### config.mk
export PLATFORM = sky130hd
export DESIGN_NAME = dram_arbiter_flat
export DESIGN_NICKNAME = d
export VERILOG_FILES = /design/src/rtl/dram_arbiter_if.sv /design/src/rtl/dram_arbiter.sv /design/src/flat_wrapper.sv
export SDC_FILE = /design/constraint.sdc
export NUM_CORES = 1
export LEC_CHECK = 0
export CAP_MARGIN = 10
export CORE_AREA = 2 2 116 118
export DETAILED_ROUTE_END_ITERATION = 8
export DIE_AREA = 0 0 118 120
export PLACE_DENSITY = 0.68
export SKIP_LAST_GASP = 1
export SYNTH_ARGS = -nofsm -noshare
export SYNTH_HDL_FRONTEND = slang
export SYNTH_SLANG_ARGS = --single-unit
### constraint.sdc
create_clock -name clk -period 4.4 [get_ports clk]
set_input_delay 1.1 -clock clk [delete_from_list [all_inputs] [get_ports clk]]
set_output_delay 1.1 -clock clk [all_outputs]
set_load 0.02 [all_outputs]
### src/rtl/dram_arbiter_if.sv
// rtl/dram_arbiter_if.sv - two-requester shared-RAM bus bundle for dram_arbiter
interface dram_arbiter_if;
   logic [31:0] m0_address;
   logic        m0_read;
   logic        m0_write;
   logic [31:0] m0_writedata;
   logic        m0_waitrequest;
   logic [31:0] m0_readdata;

   logic [31:0] m1_address;
   logic        m1_read;
   logic        m1_write;
   logic [31:0] m1_writedata;
   logic        m1_waitrequest;
   logic [31:0] m1_readdata;

   logic [31:0] mem_address;
   logic        mem_read;
   logic        mem_write;
   logic [31:0] mem_writedata;
   logic [31:0] mem_readdata;

   logic        proto_err;

   // requester/RAM side of the bundle
   modport master (
      output m0_address, m0_read, m0_write, m0_writedata,
      input  m0_waitrequest, m0_readdata,
      output m1_address, m1_read, m1_write, m1_writedata,
      input  m1_waitrequest, m1_readdata,
      input  mem_address, mem_read, mem_write, mem_writedata,
      output mem_readdata,
      input  proto_err
   );

   // arbiter side of the bundle
   modport slave (
      input  m0_address, m0_read, m0_write, m0_writedata,
      output m0_waitrequest, m0_readdata,
      input  m1_address, m1_read, m1_write, m1_writedata,
      output m1_waitrequest, m1_readdata,
      output mem_address, mem_read, mem_write, mem_writedata,
      input  mem_readdata,
      output proto_err
   );
endinterface

### src/rtl/dram_arbiter.sv
// rtl/dram_arbiter.sv - round-robin two-requester arbiter for a shared RAM
module dram_arbiter #(
   parameter int unsigned STALL_CYCLES = 1
) (
   input logic           clk,
   input logic           reset_n,
   dram_arbiter_if.slave bus
);

   localparam logic [3:0] STALL = 4'(STALL_CYCLES);

   typedef enum logic {IDLE, ACCESS} state_t;

   state_t      state_q, state_d;
   logic        owner_q, owner_d;
   logic [3:0]  cnt_q, cnt_d;
   logic        prio_q, prio_d;
   logic        err_q, err_d;

   logic        req0, req1;
   logic        own_rd, own_wr;
   logic [31:0] own_addr, own_wd;

   logic        wait0, wait1;
   logic [31:0] rdata0, rdata1;
   logic [31:0] mem_addr_c, mem_wd_c;
   logic        mem_rd_c, mem_wr_c;

   assign req0 = bus.m0_read | bus.m0_write;
   assign req1 = bus.m1_read | bus.m1_write;

   assign own_rd   = owner_q ? bus.m1_read      : bus.m0_read;
   assign own_wr   = owner_q ? bus.m1_write     : bus.m0_write;
   assign own_addr = owner_q ? bus.m1_address   : bus.m0_address;
   assign own_wd   = owner_q ? bus.m1_writedata : bus.m0_writedata;

   // state register; reset abandons any access in flight
   always_ff @(posedge clk or negedge reset_n) begin
      if (!reset_n) begin
         state_q <= IDLE;
         owner_q <= 1'b0;
         cnt_q   <= 4'd0;
         prio_q  <= 1'b0;
         err_q   <= 1'b0;
      end else begin
         state_q <= state_d;
         owner_q <= owner_d;
         cnt_q   <= cnt_d;
         prio_q  <= prio_d;
         err_q   <= err_d;
      end
   end

   // arbitration, stall counting and bus steering
   always_comb begin
      state_d    = state_q;
      owner_d    = owner_q;
      cnt_d      = cnt_q;
      prio_d     = prio_q;
      err_d      = err_q;
      wait0      = req0;
      wait1      = req1;
      rdata0     = 32'd0;
      rdata1     = 32'd0;
      mem_addr_c = 32'd0;
      mem_wd_c   = 32'd0;
      mem_rd_c   = 1'b0;
      mem_wr_c   = 1'b0;

      case (state_q)
         IDLE: begin
            if (req0 || req1) begin
               state_d = ACCESS;
               cnt_d   = STALL;
               owner_d = (req0 && req1) ? prio_q : req1;
            end
         end
         ACCESS: begin
            mem_addr_c = own_addr;
            mem_wd_c   = own_wd;
            // read+write together is treated as a write
            mem_rd_c   = own_rd & ~own_wr;
            if (!(own_rd || own_wr)) begin
               // owner dropped its request mid-access: abort without writing
               err_d   = 1'b1;
               state_d = IDLE;
               cnt_d   = 4'd0;
            end else begin
               if (own_rd && own_wr) begin
                  err_d = 1'b1;
               end
               if (cnt_q != 4'd0) begin
                  cnt_d = cnt_q - 4'd1;
               end else begin
                  mem_wr_c = own_wr;
                  state_d  = IDLE;
                  prio_d   = ~owner_q;
                  if (owner_q) begin
                     wait1 = 1'b0;
                     if (own_rd && !own_wr) rdata1 = bus.mem_readdata;
                  end else begin
                     wait0 = 1'b0;
                     if (own_rd && !own_wr) rdata0 = bus.mem_readdata;
                  end
               end
            end
         end
         default: state_d = IDLE;
      endcase
   end

   assign bus.m0_waitrequest = wait0;
   assign bus.m1_waitrequest = wait1;
   assign bus.m0_readdata    = rdata0;
   assign bus.m1_readdata    = rdata1;
   assign bus.mem_address    = mem_addr_c;
   assign bus.mem_writedata  = mem_wd_c;
   assign bus.mem_read       = mem_rd_c;
   assign bus.mem_write      = mem_wr_c;
   assign bus.proto_err      = err_q;

endmodule

### src/flat_wrapper.sv
// flat-port wrapper written by rule: the top's interface ports become plain ports
module dram_arbiter_flat 
#(
   parameter int unsigned STALL_CYCLES = 1
)
  (clk, reset_n, bus_m0_address, bus_m0_read, bus_m0_write, bus_m0_writedata, bus_m0_waitrequest, bus_m0_readdata, bus_m1_address, bus_m1_read, bus_m1_write, bus_m1_writedata, bus_m1_waitrequest, bus_m1_readdata, bus_mem_address, bus_mem_read, bus_mem_write, bus_mem_writedata, bus_mem_readdata, bus_proto_err);
  dram_arbiter_if bus_i ();
  input logic clk;
  input logic reset_n;
  input wire logic [$bits(bus_i.m0_address)-1:0] bus_m0_address;
  input wire logic [$bits(bus_i.m0_read)-1:0] bus_m0_read;
  input wire logic [$bits(bus_i.m0_write)-1:0] bus_m0_write;
  input wire logic [$bits(bus_i.m0_writedata)-1:0] bus_m0_writedata;
  output wire logic [$bits(bus_i.m0_waitrequest)-1:0] bus_m0_waitrequest;
  output wire logic [$bits(bus_i.m0_readdata)-1:0] bus_m0_readdata;
  input wire logic [$bits(bus_i.m1_address)-1:0] bus_m1_address;
  input wire logic [$bits(bus_i.m1_read)-1:0] bus_m1_read;
  input wire logic [$bits(bus_i.m1_write)-1:0] bus_m1_write;
  input wire logic [$bits(bus_i.m1_writedata)-1:0] bus_m1_writedata;
  output wire logic [$bits(bus_i.m1_waitrequest)-1:0] bus_m1_waitrequest;
  output wire logic [$bits(bus_i.m1_readdata)-1:0] bus_m1_readdata;
  output wire logic [$bits(bus_i.mem_address)-1:0] bus_mem_address;
  output wire logic [$bits(bus_i.mem_read)-1:0] bus_mem_read;
  output wire logic [$bits(bus_i.mem_write)-1:0] bus_mem_write;
  output wire logic [$bits(bus_i.mem_writedata)-1:0] bus_mem_writedata;
  input wire logic [$bits(bus_i.mem_readdata)-1:0] bus_mem_readdata;
  output wire logic [$bits(bus_i.proto_err)-1:0] bus_proto_err;
  assign bus_i.m0_address = bus_m0_address;
  assign bus_i.m0_read = bus_m0_read;
  assign bus_i.m0_write = bus_m0_write;
  assign bus_i.m0_writedata = bus_m0_writedata;
  assign bus_m0_waitrequest = bus_i.m0_waitrequest;
  assign bus_m0_readdata = bus_i.m0_readdata;
  assign bus_i.m1_address = bus_m1_address;
  assign bus_i.m1_read = bus_m1_read;
  assign bus_i.m1_write = bus_m1_write;
  assign bus_i.m1_writedata = bus_m1_writedata;
  assign bus_m1_waitrequest = bus_i.m1_waitrequest;
  assign bus_m1_readdata = bus_i.m1_readdata;
  assign bus_mem_address = bus_i.mem_address;
  assign bus_mem_read = bus_i.mem_read;
  assign bus_mem_write = bus_i.mem_write;
  assign bus_mem_writedata = bus_i.mem_writedata;
  assign bus_i.mem_readdata = bus_mem_readdata;
  assign bus_proto_err = bus_i.proto_err;
  dram_arbiter #(.STALL_CYCLES(STALL_CYCLES)) u_core (.clk(clk), .reset_n(reset_n), .bus(bus_i));
endmodule
==> results.json, run 1 <==
{
  "status": "complete, no violations",
  "synth_cells": 300,
  "critPathArrivalTime_ns": 3.05,
  "pwr-share-seq": 0.052,
  "r2r_slack_ns": 2.64,
  "wl_per_cell_um": 13.6,
  "slew_headroom": 0.510,
  "die_h_um": 120,
  "yosys_warnings": 0,
  "p_per_area_nw_per_um2": 445,
  "async_flop_share": 1.00,
  "area_delta_synth_final_pct": 162,
  "cts.hold.buffers_added": 0,
  "fin_crit_ns": 4.15,
  "hold_path.class": "reg2reg",
  "p_leak_nw": 3.23,
  "ios": 299,
  "start_util": 0.163,
  "hold_end": "u_core.bus.proto_err$_DFFE_PN0P_",
  "drive_above_1_share": 0.0611,
  "grt_use_total": 0.137,
  "wirelength_um": 10400,
  "core_area_um2": 13000,
  "comb_power_share": 0.886,
  "ys_ff_latch": 8,
  "worstMarginPinSlew_ns": 0.735,
  "synthDistinctLibCells": 35,
  "clkTransAtPathRegs_ns": 0.04,
  "crit_fanout": 26,
  "rsz0062_at_grt": "no",
  "synth_top_area_cell": "mux2i_1",
  "yosysMostFrequentCell": "mux2i_1",
  "reg2reg_depth": 6,
  "root_buffer": "clkbuf_16",
  "cts_made_buffers": 3,
  "synth_nets": 469,
  "hpwl_um": 8490,
  "num_antenna_cells": 0,
  "critPathKind": "in2out",
  "r2r-start": "u_core.owner_q$_DFFE_PN0P_",
  "fin_skew_ns": 0.00240,
  "endpoint_kind": "primary output",
  "worstSetupStartpointType": "input pin",
  "worstHoldStart": "u_core.bus.proto_err$_DFFE_PN0P_",
  "n_fill_cell": 1266,
  "grt_pass1_wl_um": 16300,
  "drt-initial-drc-count": 72,
  "clock_path_buffers": 2,
  "clockPowerShare": 0.062,
  "finalSetupViolations": 0,
  "slew_violations": 0,
  "synth_ff_type": "dfrtp_1",
  "num_vias": 3142,
  "clk_latency_ns": 0.23,
  "rr_endpoint": "u_core.prio_q$_DFFE_PN0P_",
  "hold-path-cell-count": 1,
  "synth_top_area_frac": 0.312,
  "antenna_found_initial": 0,
  "num_rows": 42,
  "port_buffers": 298,
  "synth_edf_count": 0,
  "internal_power_mw": 1.31,
  "grt_pass1_vias": 3421,
  "cts_tree": "built",
  "hold_viol": 0,
  "p_switching_mw": 1.16,
  "fmax_mhz": 241,
  "min_period_over_period": 0.943,
  "synth_area_leaders": "mux2i_1, nor2b_1, nor2_1",
  "sw_frac_of_total": 0.469,
  "firstDrtPassIters": 4,
  "ant_nets": 0,
  "synth.avg_cell_area_um2": 7.05,
  "grt_start_max_net_pins": 78,
  "max_cap_violations": 0,
  "required_ns": 3.30,
  "drc": 0,
  "multi_input_area_um2": 1750,
  "gp_congestion": 0.766,
  "pre_cts_ws_ns": -0.0321,
  "clkSinkCount": 8,
  "synth.cell_area_um2": 2120,
  "via_per_inst": 4.11,
  "grt_remaining_overflow": 0,
  "seq_area_frac_synth": 0.0946,
  "area.sequential_um2": 205,
  "irDropWorstVdd_uv": 231,
  "die_w_um": 118,
  "finalPower_mw": 2.47,
  "die_area_um2": 14200,
  "cts_max_level": 1,
  "fin_ws_ns": 0.253,
  "synth_common_cells": "mux2i_1, nor2b_1, nor2_1",
  "postCtsSetupBuffers": 0,
  "fin_nets": 760
}
[repair_timing]
item | in CTS | in global routing
gates resized for setup | 6 | 62
pin swaps | 0 | 0
setup endpoints to repair | 6 | 61
[per-layer routing]
layer / part of all wire / vias to the layer above / track usage
li1: - / 1559 / -
met1: 0.38 / 1381 / 0.149
met2: 0.51 / 187 / 0.259
met3: 0.094 / 15 / 0.0371
met4: 0.018 / 0 / 0.0399
met5: 0 / - / 0
[area by class of cell]
class | instances | share of cell area
sequential | 8 | 0.0371
timing repair buffer | 312 | 0.591
tap | 176 | 0.0398
clock buffer | 3 | 0.0136
inverter | 4 | 0.00271
multi-input combinational | 262 | 0.316
[cell usage in the layout, fill, tap and decap left out, drive strengths merged, types with 2 or more instances in the layout]
master         Yosys  layout
ha                 3       3
o21a               2       2
dfrtp              8       8
inv                4       4
buf               14      14
nand2             33      33
clkdlybuf4s50      0     231
nor2              68      68
mux2i             66      66
clkbuf            12       3
nor2b             65      65
dlygate4sd2        0       6
nor3               3       3
nand3b             2       2
dlymetal6s2s       0      61
o22ai              2       2
[worst max path at each step]
stage                            start                  end  slack, ns  depth (start not counted)
after floorplan           bus_m1_write   bus_m1_readdata[2]       0.89                          6
after global placement     bus_m0_read  bus_m1_readdata[19]      -0.02                          8
after detailed placement   bus_m0_read  bus_m1_readdata[19]      -0.03                          8
after CTS                  bus_m0_read  bus_m0_readdata[26]     0.0004                          8
after global routing       bus_m0_read  bus_m1_readdata[19]       0.15                          8
final                     bus_m0_write         bus_mem_read       0.25                          7
[cells by family (layout without fill, tap and decap cells)]
logic type	after synthesis	count (layout)	share of synthesized area
multiplexers	66	66	0.312
AND/OR/NAND/NOR	178	178	0.441
buffers and inverters	30	319	0.0792
adder cells (fa/ha/maj)	3	3	0.0177
flip-flops	8	8	0.0946
AO/OA/AOI/OAI	15	15	0.0550
[power by group through the flow]
stage | Combinational, mW | Clock (mW) | Sequential, mW
detailed placement | 2.21 | 0 | 0.130
global placement | 2.18 | 0 | 0.128
global route | 2.33 | 0.159 | 0.133
floorplan | 1.30 | 0 | 0.117
finish | 2.18 | 0.152 | 0.128
CTS | 2.21 | 0.155 | 0.129
[metrics by stage]
step | area [um^2] | TNS [ns] | hold slack [ns] | util | cells
3_3_place_gp | 5310 | -0.0156 | 0.443 | 0.409 | 762
5_1_grt | 5540 | 0 | 0.483 | 0.426 | 765
3_5_place_dp | 5310 | -0.0601 | 0.457 | 0.409 | 762
4_1_cts | 5380 | 0 | 0.468 | 0.415 | 765
6_report | 5540 | 0 | 0.465 | 0.426 | 765
2_1_floorplan | 2120 | 0 | 0.455 | - | 300
[critical path: stages]
cell and delay (ns):
clkdlybuf4s50_1 0.44, mux2i_1 0.21, buf_4 0.15, ha_1 0.21
buf_12 0.18, and2_1 0.14, clkdlybuf4s50_1 0.61
[registers in the layout, indices dropped and copies added (netlist names)]
signal / count
u_core.cnt_q: 4
u_core.bus.proto_err: 1
u_core.owner_q: 1
u_core.prio_q: 1
u_core.state_q: 1
Power figures use the tool's default switching activity.
==> inputs of run 2 (changes only) <==
- SKIP_LAST_GASP: 1 -> not set
==> results of run 2 <==
The final DEF is identical to that of run 1; final timing and power are the same.
